===== src/rtl/counter_pkg.sv =====
// Shared definitions for the counter library: FSM state encoding and reset offset.
package counter_pkg;

   typedef enum logic [1:0] {
      IDLE = 2'b00,
      RUN  = 2'b01,
      DONE = 2'b10
   } state_e;

   // Counters reset to MOD minus this offset (i.e. the top of the count range).
   localparam int unsigned COUNT_RESET_OFFSET = 1;

endpackage


===== src/rtl/mod_n_prescaler.sv =====
// Clock-enable divider for mod_n_down_counter: emits one tick every DIV enabled cycles.
// Only built when MOD_N_DOWN_COUNTER_PRESCALE_EN is defined.
`ifdef MOD_N_DOWN_COUNTER_PRESCALE_EN
module mod_n_prescaler #(
   parameter int unsigned DIV = 4
) (
   input  logic clk_i,
   input  logic rst_ni,
   input  logic en_i,
   input  logic clr_i,
   output logic tick_o
);

   localparam int unsigned CntW = (DIV > 1) ? $clog2(DIV) : 1;
   localparam logic [CntW-1:0] CntMax = CntW'(DIV - 1);

   logic [CntW-1:0] cnt_q, cnt_d;

   // Count enabled cycles 0..DIV-1; clear has priority.
   always_comb begin
      cnt_d = cnt_q;
      if (clr_i) begin
         cnt_d = '0;
      end else if (en_i) begin
         cnt_d = (cnt_q == CntMax) ? '0 : cnt_q + CntW'(1);
      end
   end

   // Prescaler count register.
   always_ff @(posedge clk_i or negedge rst_ni) begin
      if (!rst_ni) begin
         cnt_q <= '0;
      end else begin
         cnt_q <= cnt_d;
      end
   end

   assign tick_o = en_i & ~clr_i & (cnt_q == CntMax);

endmodule
`endif


===== src/rtl/mod_n_down_counter.sv =====
// Loadable MOD-N down counter / interval timer with one-shot or auto-reload terminal count.
// Optional enable prescaler compiled in with MOD_N_DOWN_COUNTER_PRESCALE_EN.
module mod_n_down_counter
   import counter_pkg::*;
#(
   parameter int unsigned WIDTH        = 4,
   parameter int unsigned MOD          = 15,
   parameter int unsigned PRESCALE_DIV = 4
) (
   input  logic             clk,
   input  logic             rst_n,
   input  logic             en,
   input  logic             load,
   input  logic [WIDTH-1:0] load_val,
   input  logic             start,
   input  logic             auto_reload,
   output logic [WIDTH-1:0] q,
   output logic             tc,
   output logic             busy,
   output logic             done
);

   // Elaboration-time parameter legality.
   if (MOD < 2 || MOD > (2 ** WIDTH)) begin : g_bad_mod
      $error("MOD out of range for WIDTH");
   end
   if (PRESCALE_DIV < 2) begin : g_bad_div
      $error("PRESCALE_DIV must be at least 2");
   end

   localparam logic [WIDTH-1:0] MaxVal = WIDTH'(MOD - COUNT_RESET_OFFSET);

   state_e           state_q, state_d;
   logic [WIDTH-1:0] q_q, q_d;
   logic             tc_q, tc_d;
   logic             busy_q, busy_d;
   logic             done_q, done_d;
   logic             start_ok;
   logic             step;

   // A start is honoured only outside RUN and only when no load shares the edge.
   assign start_ok = start & ~load & (state_q != RUN);

`ifdef MOD_N_DOWN_COUNTER_PRESCALE_EN
   logic ps_tick;

   mod_n_prescaler #(
      .DIV (PRESCALE_DIV)
   ) u_prescaler (
      .clk_i  (clk),
      .rst_ni (rst_n),
      .en_i   (en & (state_q == RUN)),
      .clr_i  (load | start_ok),
      .tick_o (ps_tick)
   );

   assign step = ps_tick;
`else
   assign step = en;
`endif

   // Next-state: load > start > count step; tc is a single-cycle pulse by default-clear.
   always_comb begin
      q_d     = q_q;
      state_d = state_q;
      tc_d    = 1'b0;
      if (load) begin
         q_d     = (32'(load_val) >= MOD) ? MaxVal : load_val;
         state_d = IDLE;
      end else if (start_ok) begin
         state_d = RUN;
      end else if (state_q == RUN && step) begin
         if (q_q != '0) begin
            q_d = q_q - WIDTH'(1);
         end else begin
            tc_d = 1'b1;
            if (auto_reload) begin
               q_d = MaxVal;
            end else begin
               state_d = DONE;
            end
         end
      end
      busy_d = (state_d == RUN);
      done_d = (state_d == DONE);
   end

   // State and output registers.
   always_ff @(posedge clk or negedge rst_n) begin
      if (!rst_n) begin
         state_q <= IDLE;
         q_q     <= MaxVal;
         tc_q    <= 1'b0;
         busy_q  <= 1'b0;
         done_q  <= 1'b0;
      end else begin
         state_q <= state_d;
         q_q     <= q_d;
         tc_q    <= tc_d;
         busy_q  <= busy_d;
         done_q  <= done_d;
      end
   end

   assign q    = q_q;
   assign tc   = tc_q;
   assign busy = busy_q;
   assign done = done_q;

endmodule


===== config.mk =====
export PLATFORM = sky130hd
export DESIGN_NAME = mod_n_down_counter
export DESIGN_NICKNAME = d
export VERILOG_FILES = /design/src/rtl/counter_pkg.sv /design/src/rtl/mod_n_prescaler.sv /design/src/rtl/mod_n_down_counter.sv
export SDC_FILE = /design/constraint.sdc
export NUM_CORES = 1
export LEC_CHECK = 0
export BUFFER_PORTS_ARGS = -buffer_cell sky130_fd_sc_hd__buf_4
export CORE_AREA = 2 2 39 41
export DETAILED_ROUTE_END_ITERATION = 8
export DIE_AREA = 0 0 41 43
export PLACE_DENSITY = 0.64
export SLEW_MARGIN = 0
export SYNTH_ARGS = -nofsm -noshare
export SYNTH_HDL_FRONTEND = slang
export SYNTH_SLANG_ARGS = --single-unit

===== constraint.sdc =====
create_clock -name clk -period 1.9 [get_ports clk]
set_input_delay 0.285 -clock clk [delete_from_list [all_inputs] [get_ports clk]]
set_output_delay 0.285 -clock clk [all_outputs]
set_load 0.005 [all_outputs]

== Word level (Yosys, flattened, before mapping) ==
Cells that the tools add are included.

* Reductions and logical operators: 5
* Eq/ne operators: 5
* $add $sub $neg: 1
* Muxes and demuxes: 15
* Bitwise gates (word level): 3
* $lt $le $gt $ge: 1

{| class="wikitable"
|+ Operators with widths
! kind !! count
|-
| $mux 4 || 6
|-
| $mux 2 || 5
|-
| $eq 2x1->1 const B || 2
|-
| $ge 4x4->1 const B || 1
|-
| $mux 1 || 4
|-
| $reduce_bool 4->1 || 1
|-
| $sub 4x1->4 const B || 1
|-
| $reduce_and 3->1 || 1
|-
| $reduce_bool 3->1 || 1
|-
| $and 1x1->1 || 2
|-
| $eq 2x2->1 const B || 1
|-
| $ne 2x1->1 const B || 1
|-
| $ne 2x2->1 const B || 1
|-
| $reduce_bool 2->1 || 1
|-
| $logic_and 1x1->1 || 1
|-
| $not 1->1 || 1
|}

* Logic and storage cells: 35
* Output and inout bits: 7
* Register bits after elaboration: 9
* Input bits: 10

== Depth between registers and ports, before layout ==
Gate-level depths: netlist of the first run.

* Depth in word-level cells: 6
* Mapped depth: 5
* Depth with buffers taken out: 5

== Worst setup path after synthesis of the first run ==
OpenSTA, ideal clock, no wires.

* Path type: flip-flop to flip-flop
* Start point: register q_q[1], in the netlist q[1]
* End point: register q_q[2], in the netlist q[2]
* Path buffers: 0
* Data required time: 1823 ps
* Setup slack: 323 ps
* Library setup time: 77 ps
* Period minus slack after synthesis: 1577 ps
* Arrival: 1500 ps
* Cell stages (with the launch flop): 6
* Cells stage by stage: dfstp_2 -> inv_1 -> ha_1 -> nor4b_4 -> or4_1 -> a31oi_1

* Longest elaborated chain between the ends: 5
* Elaborated cells between the ends (all ways): 8
* Those cells by class: add/sub: 1; mux: 4; reduce/logical: 3

{| class="wikitable"
|+ RTL lines
! element !! RTL line !! text
|-
| start: declaration || mod_n_down_counter.sv:34 || <nowiki>logic [WIDTH-1:0] q_q, q_d;</nowiki>
|-
| start signal: assignment || mod_n_down_counter.sv:92 || <nowiki>q_q <= MaxVal;</nowiki>
|-
| start signal: assignment || mod_n_down_counter.sv:98 || <nowiki>q_q <= q_d;</nowiki>
|-
| $sub 4x1->4 / $reduce_bool 4->1 (equally long branches) || mod_n_down_counter.sv:74, mod_n_down_counter.sv:73 ||
|-
| $mux 4 || mod_n_down_counter.sv:73 || <nowiki>if (q_q != '0) begin</nowiki>
|-
| $mux 4 || mod_n_down_counter.sv:72 || <nowiki>end else if (state_q == RUN && step) begin</nowiki>
|-
| $mux 4 || mod_n_down_counter.sv:70 || <nowiki>end else if (start_ok) begin</nowiki>
|-
| $mux 4 || mod_n_down_counter.sv:67 || <nowiki>if (load) begin</nowiki>
|}

Parallel ways exist; a longest one is shown, timed or not. The select of a mux whose other input is x is not followed.
A chain may end at the register's enable or synchronous reset.

== Final worst setup path of the first run ==
Ends and elaborated chain as after synthesis.

==> results.md, run 1 <==
* Mapped cell area at around 520 µm²
* Clock Sinks at 9
* Placed cells at 84
* First-pass GRT wire length at 1880 µm
* Number of synthesized flops with an enable pin at 0
* Level count of the clock H-tree at 1
* Tcrit/Tclk final at 87.4%
* PwrDens at about 710 mW/mm²
* Remaining DRCs at 0
* Top cells by area, synth: dfrtp_1, dfstp_2, nand3_1, nor4b_4, inv_1
* RSZ-0062 raised after global routing: no
* Clock-pin slew on the worst setup and hold paths at 0.06 ns
* WL per Instance at 12.7 µm
* Inserted Clock Buffers at 3
* Total number of yosys warnings at 0
* Longest Clk Path Bufs at 2
* Worst Path Arrival at 1.86 ns
* Critical-path top delay cell: dfstp_2
* Status: complete, no violations
* CP max stage delay at 0.55 ns
* Vias in the first global route at between 400 and 500
* Worst Hold Class: in -> reg
* Top cell type's share of synthesized area at 28.7%
* DR pass1 iterations at 4
* Max-Cap Viols at 0
* Global route overflow at 0
* P&R area growth vs syn at 33.0%
* Clock Skew at 0.00312 ns
* Total setup buffers inserted after CTS at 0
* Final net count at 85
* Mapped Nets at 64
* Yosys cell types at 25
* Starting Density at 37.8%
* Critical Path RT at 2.10 ns
* CTS tree: done
* Slew headroom at 77.4%
* Post-Syn Instances at 53
* DR vias at 480
* Tmin final at 1.66 ns
* Rows at 14
* Largest net degree at the start of global routing at 13
* Core Region at around 0.0014 mm²
* Worst-path cell chain: inv_1, ha_1, nor4b_4, or4_1, a31oi_1
* Number of gates resized after CTS at 0
* Syn Area/Cell at approximately 9.9 µm²
* Number of stages on the worst setup path at 5
* Fmax at 602 MHz
* Hold depth at 2
* Clock Latency Late Sink at 0.27 ns
* FF+latch count, synth at 9
* Routed vias/inst at between 5 and 6
* Initial antenna violation count at 0
* # setup viols final at 0
* Asr flop ratio synth at 100%
* Final cell count without fillers at 89
* Peak supply drop at 0.335 mV
* Die extent in x at 41 µm
* Post-DRT Antenna Nets at 0
* Layout cells sized above 1 at 35.6%
* Critical path endpoint category: flip-flop
* Most used DFF post-synth: dfrtp_1
* GP Congestion at around 0.9
* IO Pins at 17
* IO Port Bufs at 16
* Cell taking the most area after synthesis: dfrtp_1
* Gr usage total at 16.0%
* Hold_buf cts at 1
* Final wirelength at 1130 µm
* Drt initial violations at 7
* FILL cells at 145
* Total die area at 0.00176 mm²
* Die Ht at 43 µm
* CP bufs+invs at 1
* Crit Path Max Fanout at 6
* Final Max Slew Viols at 0
* Delay-heaviest family, CP: simple AND/OR/NAND/NOR gates
* N_diodes at 0
* Root buffer cell: clkbuf_4
* Lkg Pwr at 0.323 nW
* Setup TNS at 0 ns
* Register area share after synthesis at between 40 and 50%
* Post-DP HPWL at 858 µm
* Worst-Margin Slew at 0.338 ns
* Setup Crit Path Kind: reg -> reg
* Worst reg-to-reg path cell count at 5
* Hold Fails Final Rpt at 0
* Critical Path Start Type: flip-flop
==> metal layers <==
metal	share of wire [%]	global-route usage, %
met4	2.0	12.0
met5	0	0
met1	46	21.4
met2	49	22.5
met3	2.8	1.57
==> through the flow <==
| step | cell area, µm² | hold WS (ns) | setup WS [ns] | power [mW] | util [%] |
|---|---|---|---|---|---|
| floorplan | 523 | -0.0106 | 0.323 | 0.285 | - |
| global placement | 659 | 0.116 | 0.293 | 0.338 | 47.6 |
| detailed placement | 659 | 0.117 | 0.257 | 0.338 | 47.6 |
| CTS | 696 | 0.233 | 0.239 | 0.497 | 50.3 |
| global route | 696 | 0.233 | 0.111 | 0.523 | 50.3 |
| finish | 696 | 0.233 | 0.239 | 0.491 | 50.3 |
==> worst paths after layout <==
check,from,endpoint,slack [ns]
min in group asynchronous,rst_n,q[0]$_DFFE_PN0P_,0.37
hold reg to reg,q[2]$_DFFE_PN1P_,q[2]$_DFFE_PN1P_,0.56
max in group asynchronous,rst_n,q[1]$_DFFE_PN1P_,1.31
setup reg to reg,q[1]$_DFFE_PN1P_,q[2]$_DFFE_PN1P_,0.24
hold / removal,start,state_q[1]$_DFF_PN0_,0.23
setup / recovery,q[1]$_DFFE_PN1P_,q[2]$_DFFE_PN1P_,0.24
==> cell usage after synthesis, types with 2 or more instances <==
master,number
a21oi_1,3
a221oi_1,2
a31oi_1,2
dfrtp_1,6
dfstp_2,3
inv_1,6
nand2_1,3
nand3_1,5
nor2_1,4
o21ai_0,3
or4_1,2
==> cell type report <==
type / instances / area, µm² / share of cell area (%)
inverter: 6 / 22.5 / 3.24
multi-input combinational: 37 / 268 / 38.5
clock buffer: 4 / 26.3 / 3.78
sequential: 9 / 229 / 32.9
tap: 16 / 20.0 / 2.88
timing repair buffer: 17 / 130 / 18.7
==> cell families (layout without fill, tap and decap cells) <==
| logic type | count (synthesis) | after routing | share of synthesized area, % |
|---|---|---|---|
| fa+ha+maj | 1 | 1 | 2.39 |
| buf+inv | 7 | 27 | 5.02 |
| compound gates | 15 | 15 | 19.9 |
| simple gates | 21 | 21 | 28.9 |
| flops | 9 | 9 | 43.8 |
==> power breakdown <==
group	total (mW)	internal, mW	switching [mW]
combinational	0.104	0.0565	0.0480
clock	0.155	0.0813	0.0733
sequential	0.232	0.211	0.0202
total	0.491	0.349	0.142
==> flip-flops by register name, indices dropped and copies added, names as in the netlist <==
| name | count |
|---|---|
| done | 1 |
| tc | 1 |
| state_q | 2 |
| q | 4 |
| busy | 1 |
==> cells in the final DEF (no fill, tap or decap) <==
cell	n
buf_4	16
inv_1	6
dfrtp_1	6
nand3_1	5
nor2_1	4
nand2_1	3
o21ai_0	3
a21oi_1	3
clkbuf_4	3
dfstp_2	3
a221oi_1	2
a31oi_1	2
or4_1	2
or2b_1	1
nand3b_4	1
or4b_1	1
and3b_2	1
nor4b_4	1
or3_2	1
o21bai_1	1
o31a_1	1
and2_1	1
o311ai_0	1
o211ai_1	1
a2111o_1	1
ha_1	1
clkbuf_1	1
dlygate4sd3_1	1
Note: power is estimated with default switching activity, not from simulation.
==> inputs of run 2 (changes only) <==
--- a/config.mk
+++ b/config.mk
@@ -6,10 +6,12 @@
 export NUM_CORES = 1
 export LEC_CHECK = 0
 export BUFFER_PORTS_ARGS = -buffer_cell sky130_fd_sc_hd__buf_4
-export CORE_AREA = 2 2 39 41
+export CELL_PAD_IN_SITES_DETAIL_PLACEMENT = 0
+export CELL_PAD_IN_SITES_GLOBAL_PLACEMENT = 1
+export CORE_AREA = 2 2 42 44
 export DETAILED_ROUTE_END_ITERATION = 8
-export DIE_AREA = 0 0 41 43
-export PLACE_DENSITY = 0.64
+export DIE_AREA = 0 0 44 46
+export PLACE_DENSITY = 0.72
 export SLEW_MARGIN = 0
 export SYNTH_ARGS = -nofsm -noshare
 export SYNTH_HDL_FRONTEND = slang
==> run 2 against run 1 <==
Net effect: global-route usage fell by 1.7 points; sequential cell count did not move; routed wire length rose by 8.6%; largest power group unchanged; highest routed layer unchanged.
==> results.md, run 2 (synthesized netlist as in run 1, its figures left out) <==
* Die extent in x at 44 µm (was 41 µm)
* Cell Area, Placed at 661 µm² (was 659 µm²)
* CTS tree: done (unchanged)
* DR top layer: met4 (unchanged)
* Total die area at 0.00202 mm² (was 0.00176 mm²)
* Setup Crit Path Kind: reg -> reg (unchanged)
* Hold slack at 0.249 ns (was 0.233 ns)
* Peak supply drop at 0.316 mV (was 0.335 mV)
* Fmax at 601 MHz (was 602 MHz)
* Clock Skew at 0.00560 ns (was 0.00312 ns)
* Inserted Clock Buffers at 3 (unchanged)
* Max-Cap Viols at 0 (unchanged)
* Tmin final at 1.66 ns (about the same)
* Starting Density at 32.4% (was 37.8%)
* Total setup buffers inserted after CTS at 0 (unchanged)
* # setup viols final at 0 (unchanged)
* Die Ht at 46 µm (was 43 µm)
* Remaining DRCs at 0 (unchanged)
* RR Startpoint: q[1]$_DFFE_PN1P_ (unchanged)
* Net Sw Power at 0.138 mW (was 0.142 mW)
* Global route overflow at 0 (unchanged)
* Most frequent cells in the layout: buf_4, inv_1, dfrtp_1 (unchanged)
* Design area at 697 µm² (was 696 µm²)
* Hold depth at 2 (unchanged)
* Largest net degree at the start of global routing at 13 (unchanged)
* Hold EP: state_q[1]$_DFF_PN0_ (unchanged)
* Clock-pin slew on the worst setup and hold paths at 0.06 ns (about the same)
* Routed wl met3 at 55 µm (was 32 µm)
* Flop-to-flop setup slack at 0.24 ns (about the same)
* Root buffer cell: clkbuf_4 (unchanged)
* Lkg Pwr at 0.323 nW (unchanged)
* N_diodes at 0 (unchanged)
* Initial antenna violation count at 0 (unchanged)
* Tcrit/Tclk final at 87.6% (was 87.4%)
* Commonest non-fill, non-tap cell in the layout: buf_4 (unchanged)
* Worst Path Arrival at 1.86 ns (about the same)
* Routed vias/inst at 5.36 (was 5.39)
* Worst Hold Class: in -> reg (unchanged)
* P&R area growth vs syn at 33.3% (was 33.0%)
* CP max stage delay at 0.55 ns (about the same)
* Crit Path Max Fanout at 6 (unchanged)
* Comb pwr share at 21.8% (was 21.3%)
* Critical path endpoint category: flip-flop (unchanged)
* Layout cells sized above 1 at 35.6% (unchanged)
* Critical-path top delay cell: dfstp_2 (unchanged)
* Critical hold path startpoint: start (unchanged)
* Power Total at 0.487 mW (was 0.491 mW)
* Internal power at 0.349 mW (about the same)
* Clock Latency Late Sink at 0.26 ns (was 0.27 ns)
* Setup TNS at 0 ns (unchanged)
* Critical Path Start Type: flip-flop (unchanged)
* Rows at 15 (was 14)
* Final wirelength at 1220 µm (was 1130 µm)
* Reg2reg end: q[2]$_DFFE_PN1P_ (unchanged)
* DR pass1 iterations at 4 (unchanged)
* Longest Clk Path Bufs at 2 (unchanged)
* RSZ-0062 raised after global routing: no (unchanged)
* Switch share at 28.3% (was 28.8%)
* Worst reg-to-reg path cell count at 5 (unchanged)
* Sequential cell fraction of total power at 47.6% (was 47.2%)
* Wl on met1 at 511 µm (was 522 µm)
* Post-DRT Antenna Nets at 0 (unchanged)
* Met2 wire length at 626 µm (was 548 µm)
* WL per Instance at 13.6 µm (was 12.7 µm)
* Gr usage total at 14.3% (was 16.0%)
* Vias in the first global route at 466 (was 444)
* Clk network pwr share at 30.6% (was 31.5%)
* Post-DP HPWL at 914 µm (was 858 µm)
* Drt initial violations at 9 (was 7)
* IO Port Bufs at 16 (unchanged)
* Largest register FFs at 4 (unchanged)
* DR vias at 482 (was 480)
* Number of gates resized after CTS at 0 (unchanged)
* Critical Path RT at 2.09 ns (was 2.10 ns)
* Level count of the clock H-tree at 1 (unchanged)
* PwrDens at 699 mW/mm² (was 705 mW/mm²)
* Final Max Slew Viols at 0 (unchanged)
* Worst-Margin Slew at 0.329 ns (was 0.338 ns)
* Worst-path cell chain: inv_1, ha_1, nor4b_4, or4_1, a31oi_1 (unchanged)
* IO Pins at 17 (unchanged)
* First-pass GRT wire length at 2050 µm (was 1880 µm)
* GP Congestion at 0.751 (was 0.890)
* Slew headroom at 77.9% (was 77.4%)
* Final net count at 85 (unchanged)
* Hold Fails Final Rpt at 0 (unchanged)
* Clock Sinks at 9 (unchanged)
* Core Region at 0.00161 mm² (was 0.00138 mm²)
* Status: complete, no violations (unchanged)
## run 2: worst max path at each step
stage,slack [ns],to,cells past startpoint,startpoint
6_report,0.24,q[2]$_DFFE_PN1P_,5,q[1]$_DFFE_PN1P_
5_1_grt,0.12,state_q[1]$_DFF_PN0_,5,q[0]$_DFFE_PN0P_
4_1_cts,0.25,q[2]$_DFFE_PN1P_,5,q[1]$_DFFE_PN1P_
3_5_place_dp,0.26,q[2]$_DFFE_PN1P_,5,q[1]$_DFFE_PN1P_
3_3_place_gp,0.29,q[2]$_DFFE_PN1P_,5,q[1]$_DFFE_PN1P_
2_1_floorplan,0.32,q[2]$_DFFE_PN1P_,5,q[1]$_DFFE_PN1P_
## run 2: what timing repair did
action / in CTS / in global routing
hold endpoints to repair: 6 / 0
hold buffers: 1 / 0
endpoints found under the setup margin: 0 / 0
## run 2: layer usage
metal  vias up  track usage (%)
met3         4             4.76
met1       223             16.9
met4         0             7.88
li1        239                -
met5         -                0
met2        16             22.9
## run 2: worst max-delay path: cells and delay by family, from the launching register on
kind / cells / cell delay [ns]
AND/OR/NAND/NOR: 2 / 0.57
flip-flops: 1 / 0.55
adder cells (fa/ha/maj): 1 / 0.24
AO/OA/AOI/OAI: 1 / 0.18
buffers and inverters: 1 / 0.06
## run 2: layout make-up
type / count / area (µm²)
clock buffers: 4 / 26.3
fillers: 157 / 917
inverters: 6 / 22.5
multi-input cells: 37 / 268
flip-flops and latches: 9 / 229
well taps: 17 / 21.3
repair buffers: 17 / 130
## run 2: power groups by stage
stage | clock network, mW | registers [mW] | logic (mW)
after floorplan | 0 | 0.232 | 0.0531
after global placement | 0 | 0.235 | 0.105
after detailed placement | 0 | 0.235 | 0.105
after CTS | 0.159 | 0.232 | 0.107
after global routing | 0.169 | 0.236 | 0.118
final | 0.149 | 0.232 | 0.106
## run 2: per-stage QoR
step	cells	worst slack, ns	utilization (%)
after floorplan	53	0.323	-
after global placement	85	0.294	40.9
after detailed placement	85	0.262	40.9
after CTS	90	0.245	43.2
after global routing	90	0.123	43.2
final	90	0.236	43.2
